### src/rtl/rr_arbiter4_enc.sv
// Four-way round-robin arbiter with one-hot and binary grant outputs.
// Holders keep the grant while requesting, bounded by MAX_BURST.
module rr_arbiter4_enc #(
  parameter int MAX_BURST = 4,
  parameter int CNT_W     = 3
) (
  input  logic       clk,
  input  logic       rst,
  input  logic [3:0] req,
  output logic [3:0] gnt,
  output logic [1:0] gnt_idx,
  output logic       gnt_valid
);

  typedef enum logic {
    IDLE,
    GRANT
  } state_t;

  localparam bit             LIMIT = (MAX_BURST != 0);
  localparam logic [CNT_W-1:0] MAX_C = CNT_W'(MAX_BURST);
  localparam logic [CNT_W-1:0] ONE_C = CNT_W'(1);

  state_t           state_q, state_d;
  logic [3:0]       gnt_q, gnt_d;
  logic [1:0]       idx_q, idx_d;
  logic [1:0]       last_q, last_d;
  logic [CNT_W-1:0] cnt_q, cnt_d;
  logic             valid_q, valid_d;

  logic [3:0] cand;
  logic [1:0] start;
  logic [1:0] k;
  logic       win_found;
  logic [1:0] win_idx;
  logic       hand_off;
  logic       at_limit;

  // Current holder is masked out so the search only sees other requesters.
  always_comb begin
    cand      = req & ~gnt_q;
    start     = (state_q == GRANT) ? idx_q + 2'd1 : last_q + 2'd1;
    win_found = 1'b0;
    win_idx   = 2'd0;
    k         = 2'd0;
    for (int i = 3; i >= 0; i--) begin
      k = start + 2'(i);
      if (cand[k]) begin
        win_found = 1'b1;
        win_idx   = k;
      end
    end
  end

  always_comb begin
    state_d  = state_q;
    gnt_d    = gnt_q;
    idx_d    = idx_q;
    last_d   = last_q;
    cnt_d    = cnt_q;
    at_limit = LIMIT && (cnt_q == MAX_C);
    hand_off = !req[idx_q] || (at_limit && win_found);
    unique case (state_q)
      IDLE: begin
        if (win_found) begin
          state_d = GRANT;
          gnt_d   = 4'b0001 << win_idx;
          idx_d   = win_idx;
          cnt_d   = ONE_C;
        end
      end
      GRANT: begin
        if (hand_off) begin
          last_d = idx_q;
          if (win_found) begin
            gnt_d = 4'b0001 << win_idx;
            idx_d = win_idx;
            cnt_d = ONE_C;
          end else begin
            state_d = IDLE;
            gnt_d   = 4'b0000;
            idx_d   = 2'd0;
            cnt_d   = '0;
          end
        end else if (LIMIT && !at_limit) begin
          cnt_d = cnt_q + ONE_C;
        end
      end
      default: state_d = IDLE;
    endcase
    valid_d = (state_d == GRANT);
  end

  always_ff @(posedge clk) begin
    if (rst) begin
      state_q <= IDLE;
      gnt_q   <= 4'b0000;
      idx_q   <= 2'd0;
      last_q  <= 2'd3;
      cnt_q   <= '0;
      valid_q <= 1'b0;
    end else begin
      state_q <= state_d;
      gnt_q   <= gnt_d;
      idx_q   <= idx_d;
      last_q  <= last_d;
      cnt_q   <= cnt_d;
      valid_q <= valid_d;
    end
  end

  assign gnt       = gnt_q;
  assign gnt_idx   = idx_q;
  assign gnt_valid = valid_q;

endmodule

### config.mk
export PLATFORM = sky130hd
export DESIGN_NAME = rr_arbiter4_enc
export DESIGN_NICKNAME = d
export VERILOG_FILES = /design/src/rtl/rr_arbiter4_enc.sv
export SDC_FILE = /design/constraint.sdc
export NUM_CORES = 1
export LEC_CHECK = 0
export ABC_AREA = 1
export ABC_CLOCK_PERIOD_IN_PS = 2600
export BUFFER_PORTS_ARGS = -buffer_cell sky130_fd_sc_hd__buf_2
export CAP_MARGIN = 20
export CORE_MARGIN = 1
export CORE_UTILIZATION = 51
export CTS_CLUSTER_SIZE = 24
export DETAILED_ROUTE_END_ITERATION = 6
export PLACE_DENSITY = 0.72
export SLEW_MARGIN = 0
export SYNTH_ARGS = -nofsm -noshare
export SYNTH_HDL_FRONTEND = slang
export SYNTH_SLANG_ARGS = --single-unit
### constraint.sdc
create_clock -name clk -period 2.6 [get_ports clk]
set_clock_uncertainty 0.1 [all_clocks]
set_input_delay 0.39 -clock clk [delete_from_list [all_inputs] [get_ports clk]]
set_output_delay 0.39 -clock clk [all_outputs]
set_load 0.01 [all_outputs]
==> run_results.csv, run 1 <==
group,metric,value,unit
logic_synthesis,syn_area_per_cell,6.01,µm²
placed_design,buffer_ports.inserted,12,
finish,finish.instance_area,1110,µm²
routing,firstDrtPassIters,4,
sta,clock.fmax,539,MHz
routing,route.final.wire_length,2.21,mm
logic_synthesis,post_synth_simple_gate_area,0.580,
global_route,grt_max_degree,15,
routing,drt-wirelength-per-cell,10.8,µm
sta,setup_repair_after_global_routing_missed_its_margin,"false",
routing,via_per_inst,5.04,
placed_design,dp_cells,202,
sta,post-route-min-period,1850,ps
placed_design,dp.final_hpwl,1.78,mm
die,die_height,46.2,µm
clock_network,cts_buffers,3,
sta,post-route-period-util,0.713,
finish,area_growth_syn_to_layout,10.9,%
global_route,gr-total-overflow,0,
logic_synthesis,synth-seq-area-share,0.241,
clock_network,cts-root-to-sink-buffers,2,
power,p_leak,0.648,nW
clock_network,cts_tree,"built",
critical_path,startpoint,"gnt_valid$_SDFF_PP0_",
clock_network,clk_pin_slew_worst_paths,80,ps
critical_path,peak_fanout_along_the_critical_path,9,
die,die_width,46.2,µm
die,core_region_area,1780,µm²
logic_synthesis,synth_seq_cells,12,
power,max-vdd-ir-drop,0.472,mV
finish,layout_commonest_cell,"sky130_fd_sc_hd__nand2_1",
critical_path,r2r.worst_path.cells,11,
sta,setup_tns,0,ps
finish,stdcell_count,205,
finish,insertedDiodeCount,0,
logic_synthesis,yosys_warnings,0,
routing,postRouteAntennaNets,0,
critical_path,critical_path.reg2reg.startpoint,"gnt_valid$_SDFF_PP0_",
die,initial_utilization,0.560,
die,die_footprint,2140,µm²
finish,post_layout_net_count,190,
critical_path,crit_end,"last_q[0]$_SDFFE_PP1P_",
routing,dr_total_vias,1033,
outcome,run_status,"finished clean",
routing,drt_iter0_markers,11,
run,drv_cap,0,
clock_network,cts-resized-gates,0,
critical_path,regToRegEndpoint,"last_q[0]$_SDFFE_PP1P_",
logic_synthesis,synth-compound-area-share,0.0489,
die,core.rowCount,15,
logic_synthesis,synth_adder_area_share,0.0251,
logic_synthesis,synthesized_area_fraction_occupied_by_xor_and_xnor_cells,0,
clock_network,cts-root-buf,"sky130_fd_sc_hd__clkbuf_4",
sta,maxSlewHeadroom,0.730,
clock_network,postCtsSetupRepairBufs,0,
placed_design,dpl_cell_area,1080,µm²
min_path,hold_path.class,"in -> reg",
finish,final_cell_mix,"sky130_fd_sc_hd__nand2_1, sky130_fd_sc_hd__inv_1, sky130_fd_sc_hd__nand3_1",
global_route,grt_util_all_layers,0.237,
logic_synthesis,mappedNetlistArea,998,µm²
sta,final_max_slew_viol_count,0,
sta,hold_violations,0,
critical_path,cp.arrival,1910,ps
placed_design,routabilityCongestion,0.862,
power,power_per_cell_area,973,nW/µm²
logic_synthesis,synth_cell_type_count,20,
critical_path,worst_setup_path_end_kind,"flip-flop",
sta,setup_viol,0,
global_route,grt_first_pass_wirelength,3.55,mm
critical_path,crit_type,"reg -> reg",
logic_synthesis,syn_inst,166,
clock_network,hold_fix_buffer_count_after_cts,0,
global_route,via_count_of_the_first_global_routing_pass,865,
critical_path,reg2reg_setup_slack,750,ps
die,io-pin-count,13,
logic_synthesis,post_synthesis_net_count,174,
clock_network,cts.sink_count,12,
logic_synthesis,synthMuxAreaShare,0,
finish,post_route_cells_drive_above_1_share,0.239,
sta,tightestPinTransition,405,ps
routing,drt_drc_violations_left,0,
finish,fillerInstances,174,
clock_network,cts-htree-levels,1,
critical_path,critical_path.startpoint_type,"flip-flop",
logic_synthesis,synth_top_family_by_area,"simple AND/OR/NAND/NOR gates",
clock_network,clkLatencyLatePin,280,ps
global_route,initial_antenna_violation_count,0,
critical_path,required,2660,ps
-- synthesized netlist by cell type --
master,count,area share
sky130_fd_sc_hd__buf_2,1,0.0050
sky130_fd_sc_hd__a21oi_1,5,0.025
sky130_fd_sc_hd__inv_4,1,0.0063
sky130_fd_sc_hd__o21ai_0,1,0.0050
sky130_fd_sc_hd__dfxtp_1,12,0.24
sky130_fd_sc_hd__o21ai_1,2,0.010
sky130_fd_sc_hd__a21oi_2,1,0.0088
sky130_fd_sc_hd__ha_1,2,0.025
sky130_fd_sc_hd__nor2_8,1,0.020
sky130_fd_sc_hd__nand3_4,1,0.018
sky130_fd_sc_hd__nand2_2,15,0.094
sky130_fd_sc_hd__and2_1,1,0.0063
sky130_fd_sc_hd__inv_2,2,0.0075
sky130_fd_sc_hd__inv_1,23,0.086
sky130_fd_sc_hd__nand3_1,21,0.11
sky130_fd_sc_hd__nor2_2,2,0.013
sky130_fd_sc_hd__nand4_1,2,0.013
sky130_fd_sc_hd__nand2_4,5,0.056
sky130_fd_sc_hd__nor2_1,8,0.030
sky130_fd_sc_hd__nand2_1,60,0.23
-- power breakdown --
group | internal (mW) | total (mW) | switching, mW
Combinational | 0.224 | 0.662 | 0.438
Sequential | 0.237 | 0.297 | 0.0604
Clock | 0.0538 | 0.118 | 0.0644
Total | 0.515 | 1.08 | 0.563
-- flip-flops by register name (all words and copies together), names as in the netlist --
register	flops
gnt_valid	1
gnt	4
cnt_q	3
last_q	2
gnt_idx	2
-- metal layers --
metal,vias to the layer above,share of wire,global-route usage
met4,0,0.018,0.106
met1,471,0.49,0.292
li1,540,-,-
met5,-,0,0
met2,17,0.46,0.403
met3,5,0.031,0.0353
-- per-stage QoR --
step | hold slack (ps) | utilization | setup slack, ps | total power, mW
after floorplan | 359 | - | 931 | 0.815
after global placement | 378 | 0.608 | 768 | 0.949
after detailed placement | 382 | 0.608 | 751 | 0.964
after CTS | 205 | 0.621 | 740 | 1.08
after global routing | 199 | 0.621 | 565 | 1.18
final | 207 | 0.621 | 745 | 1.08
-- how the worst min path moves through the flow --
stage                                 endpoint  depth (start not counted)                 from
after floorplan           gnt_valid$_SDFF_PP0_                          1                  rst
after global placement     gnt[2]$_SDFFE_PP0P_                          2  gnt[2]$_SDFFE_PP0P_
after detailed placement   gnt[0]$_SDFFE_PP0P_                          2  gnt[0]$_SDFFE_PP0P_
after CTS                 gnt_valid$_SDFF_PP0_                          2                  rst
after global routing      gnt_valid$_SDFF_PP0_                          2                  rst
final                     gnt_valid$_SDFF_PP0_                          2                  rst
-- critical path, cell delays in order (launching register included) --
cell                      delay [ps]
sky130_fd_sc_hd__dfxtp_1         530
sky130_fd_sc_hd__nand2_2         140
sky130_fd_sc_hd__nand2_4         140
sky130_fd_sc_hd__nand2_1          90
sky130_fd_sc_hd__nand2_2         110
sky130_fd_sc_hd__nand4_1         150
sky130_fd_sc_hd__nand2_2         130
sky130_fd_sc_hd__nand2_1          60
sky130_fd_sc_hd__nand2_1         100
sky130_fd_sc_hd__inv_2            50
sky130_fd_sc_hd__nand2_1          50
sky130_fd_sc_hd__nand3_1          60
-- cell families (layout without fill, tap and decap cells) --
kind of cell,count (synthesis),after routing
flops,12,12
compound gates,9,9
simple gates,116,116
buf+inv,27,41
fa+ha+maj,2,2
-- layout make-up --
type / instances / area, µm² / share of cell area
Clock buffer: 3 / 22.5 / 0.0203
Inverter: 26 / 100 / 0.0904
Multi-Input combinational cell: 127 / 653 / 0.590
Sequential cell: 12 / 240 / 0.217
Tap cell: 25 / 31.3 / 0.0282
Timing Repair Buffer: 12 / 60.1 / 0.0542
Power figures use the tool's default switching activity.
==> inputs of run 2 (changes only) <==
Settings changed: ABC_CLOCK_PERIOD_IN_PS 2600 to 1700, PLACE_DENSITY 0.72 to 0.75.
Clock period 2.6 ns to 1.7 ns, I/O delays scaled along.
==> run 2 against run 1 <==
  * Combinational power up 93%
  * Via count up 6.8%
  * Sequential power up 60%
  * Fmax up 12%
  * Register-to-register slack worse by 710 ps
  * Final area up 18%
  * Critical path depth up 2
  * Sequential share of layout area down 2.5 points
  * Utilization up 11 points
==> run_results.csv, run 2 (synthesis results as in run 1) <==
group,metric,value,unit
outcome,run_status,"finished clean",
finish,post_layout_net_count,196,
die,die_footprint,2140,µm²
power,finalPower,1.99,mW
critical_path,path_depth,13,
sta,setup_repair_after_global_routing_missed_its_margin,"true",
power,p_comb_frac,0.642,
die,die_width,46.2,µm
critical_path,cp_common_cell,"sky130_fd_sc_hd__nand2_2",
critical_path,crit_end,"gnt[0]$_SDFFE_PP0P_",
critical_path,crit_type,"reg -> reg",
clock_network,cts-htree-levels,1,
finish,stdcell_count,212,
critical_path,cpLargestDelayFamily,"simple AND/OR/NAND/NOR gates",
critical_path,peak_fanout_along_the_critical_path,7,
sta,clock.fmax,602,MHz
critical_path,critical_path.reg2reg.startpoint,"gnt_valid$_SDFF_PP0_",
clock_network,cts_tree,"built",
die,core.rowCount,15,
die,initial_utilization,0.560,
power,p_leak,0.733,nW
run,drv_cap,0,
power,power_per_cell_area,1520,nW/µm²
routing,drt_iter0_markers,33,
sta,tightestPinTransition,424,ps
clock_network,cts-root-buf,"sky130_fd_sc_hd__clkbuf_4",
routing,firstDrtPassIters,4,
critical_path,critical_path.cell_chain,"inv_6 > nand2_8 > nand2_8 > nand2_2 > nand2_4 > nor2_1 > nor2_1 > nand2_1 > nand2_2 > nand2_2 > nor2_2 > nand3_1 > nand2_1",
finish,area_growth_syn_to_layout,30.8,%
critical_path,critical_path.slowest_cell,"sky130_fd_sc_hd__dfxtp_4",
clock_network,cts.sink_count,12,
die,io-pin-count,13,
sta,maxSlewHeadroom,0.717,
routing,drt-wirelength-per-cell,12.0,µm
finish,finish.utilization,0.733,
routing,dr_total_vias,1103,
power,switchingPower,1.03,mW
power,power.clock.fraction,0.119,
placed_design,routabilityCongestion,0.919,
critical_path,startpoint,"gnt_valid$_SDFF_PP0_",
min_path,hold_path.class,"in -> reg",
global_route,grt_max_degree,15,
finish,layout_commonest_cell,"sky130_fd_sc_hd__nand2_1",
sta,setup_viol,0,
critical_path,buf_inv_stages_crit_path,1,
critical_path,regToRegEndpoint,"gnt[0]$_SDFFE_PP0P_",
finish,finish.instance_area,1310,µm²
finish,final_cell_mix,"sky130_fd_sc_hd__nand2_1, sky130_fd_sc_hd__inv_1, sky130_fd_sc_hd__nand2_2",
critical_path,reg2reg_setup_slack,40,ps
power,max-vdd-ir-drop,0.862,mV
placed_design,dpl_cell_area,1110,µm²
routing,via_per_inst,5.20,
clock_network,cts-root-to-sink-buffers,2,
finish,insertedDiodeCount,0,
global_route,grt_util_all_layers,0.243,
critical_path,critical_path.startpoint_type,"flip-flop",
sta,post-route-period-util,0.977,
critical_path,worst_setup_path_end_kind,"flip-flop",
power,p_seq_frac,0.239,
clock_network,hold_fix_buffer_count_after_cts,0,
global_route,grt_first_pass_wirelength,3.70,mm
die,core_region_area,1780,µm²
global_route,initial_antenna_violation_count,0,
finish,post_route_cells_drive_above_1_share,0.396,
clock_network,cts_buffers,3,
sta,final_max_slew_viol_count,0,
critical_path,cp.arrival,1790,ps
critical_path,r2r.worst_path.cells,13,
clock_network,clk_pin_slew_worst_paths,80,ps
global_route,gr-total-overflow,0,
critical_path,required,1830,ps
power,power_switching_share,0.517,
sta,post-route-min-period,1660,ps
routing,drt_drc_violations_left,0,
sta,hold_violations,0,
routing,postRouteAntennaNets,0,
placed_design,buffer_ports.inserted,12,
placed_design,dp_cells,206,
finish,max_reg_flops,4,
finish,fillerInstances,159,
clock_network,clkLatencyLatePin,290,ps
placed_design,dp.final_hpwl,1.82,mm
critical_path,worst_path_largest_cell_delay,390,ps
routing,route.final.wire_length,2.55,mm
power,internal_power_consumption,962,µW
global_route,via_count_of_the_first_global_routing_pass,879,
die,die_height,46.2,µm
## run 2: how the worst min path moves through the flow
stage | from | to | cells after the start
floorplan | rst | gnt_valid$_SDFF_PP0_ | 1
global placement | gnt[2]$_SDFFE_PP0P_ | gnt[2]$_SDFFE_PP0P_ | 2
detailed placement | rst | gnt_valid$_SDFF_PP0_ | 2
CTS | rst | gnt_valid$_SDFF_PP0_ | 2
global route | rst | gnt_valid$_SDFF_PP0_ | 2
finish | rst | gnt_valid$_SDFF_PP0_ | 2
## run 2: power groups by stage
stage          combinational [mW]  clock, mW  sequential [mW]
3_5_place_dp                 1.05          0            0.457
2_1_floorplan               0.781          0            0.466
4_1_cts                      1.05      0.235            0.457
6_report                     1.28      0.236            0.476
3_3_place_gp                 1.03          0            0.452
5_1_grt                      1.41      0.249            0.489
## run 2: area by class of cell
| cell class | instances | area, µm² | area share |
|---|---|---|---|
| multi-input combinational | 128 | 786 | 0.602 |
| inverter | 26 | 105 | 0.0805 |
| tap | 25 | 31.3 | 0.0239 |
| timing repair buffer | 17 | 97.6 | 0.0747 |
| sequential | 12 | 250 | 0.192 |
| clock buffer | 4 | 36.3 | 0.0278 |
## run 2: metrics by stage
stage / hold slack, ps / worst slack [ps] / setup TNS [ps]
6_report: 68.5 / 39.5 / 0
5_1_grt: 72.0 / -72.0 / -408
4_1_cts: 68.4 / 39.6 / 0
3_5_place_dp: 372 / -57.5 / -281
3_3_place_gp: 373 / 22.6 / 0
2_1_floorplan: 224 / 31.0 / 0
## run 2: what timing repair did
action / CTS / global route
setup buffers: 0 / 1
setup endpoints to repair: 10 / 11
pin swaps: 0 / 15
cloned: 0 / 1
gates resized for setup: 3 / 37
## run 2: worst reg2reg max path: cells and delay by family, from the launching register on
family        cells  cell delay (ps)
simple gates     12             1020
buf+inv           1              100
flops             1              390
## run 2: metal layers
| layer | wire (µm) | vias to the layer above | GRT usage |
|---|---|---|---|
| li1 | - | 560 | - |
| met1 | 1150 | 505 | 0.332 |
| met2 | 1240 | 29 | 0.380 |
| met3 | 98 | 9 | 0.0471 |
| met4 | 53 | 0 | 0.0824 |
| met5 | 0 | - | 0 |
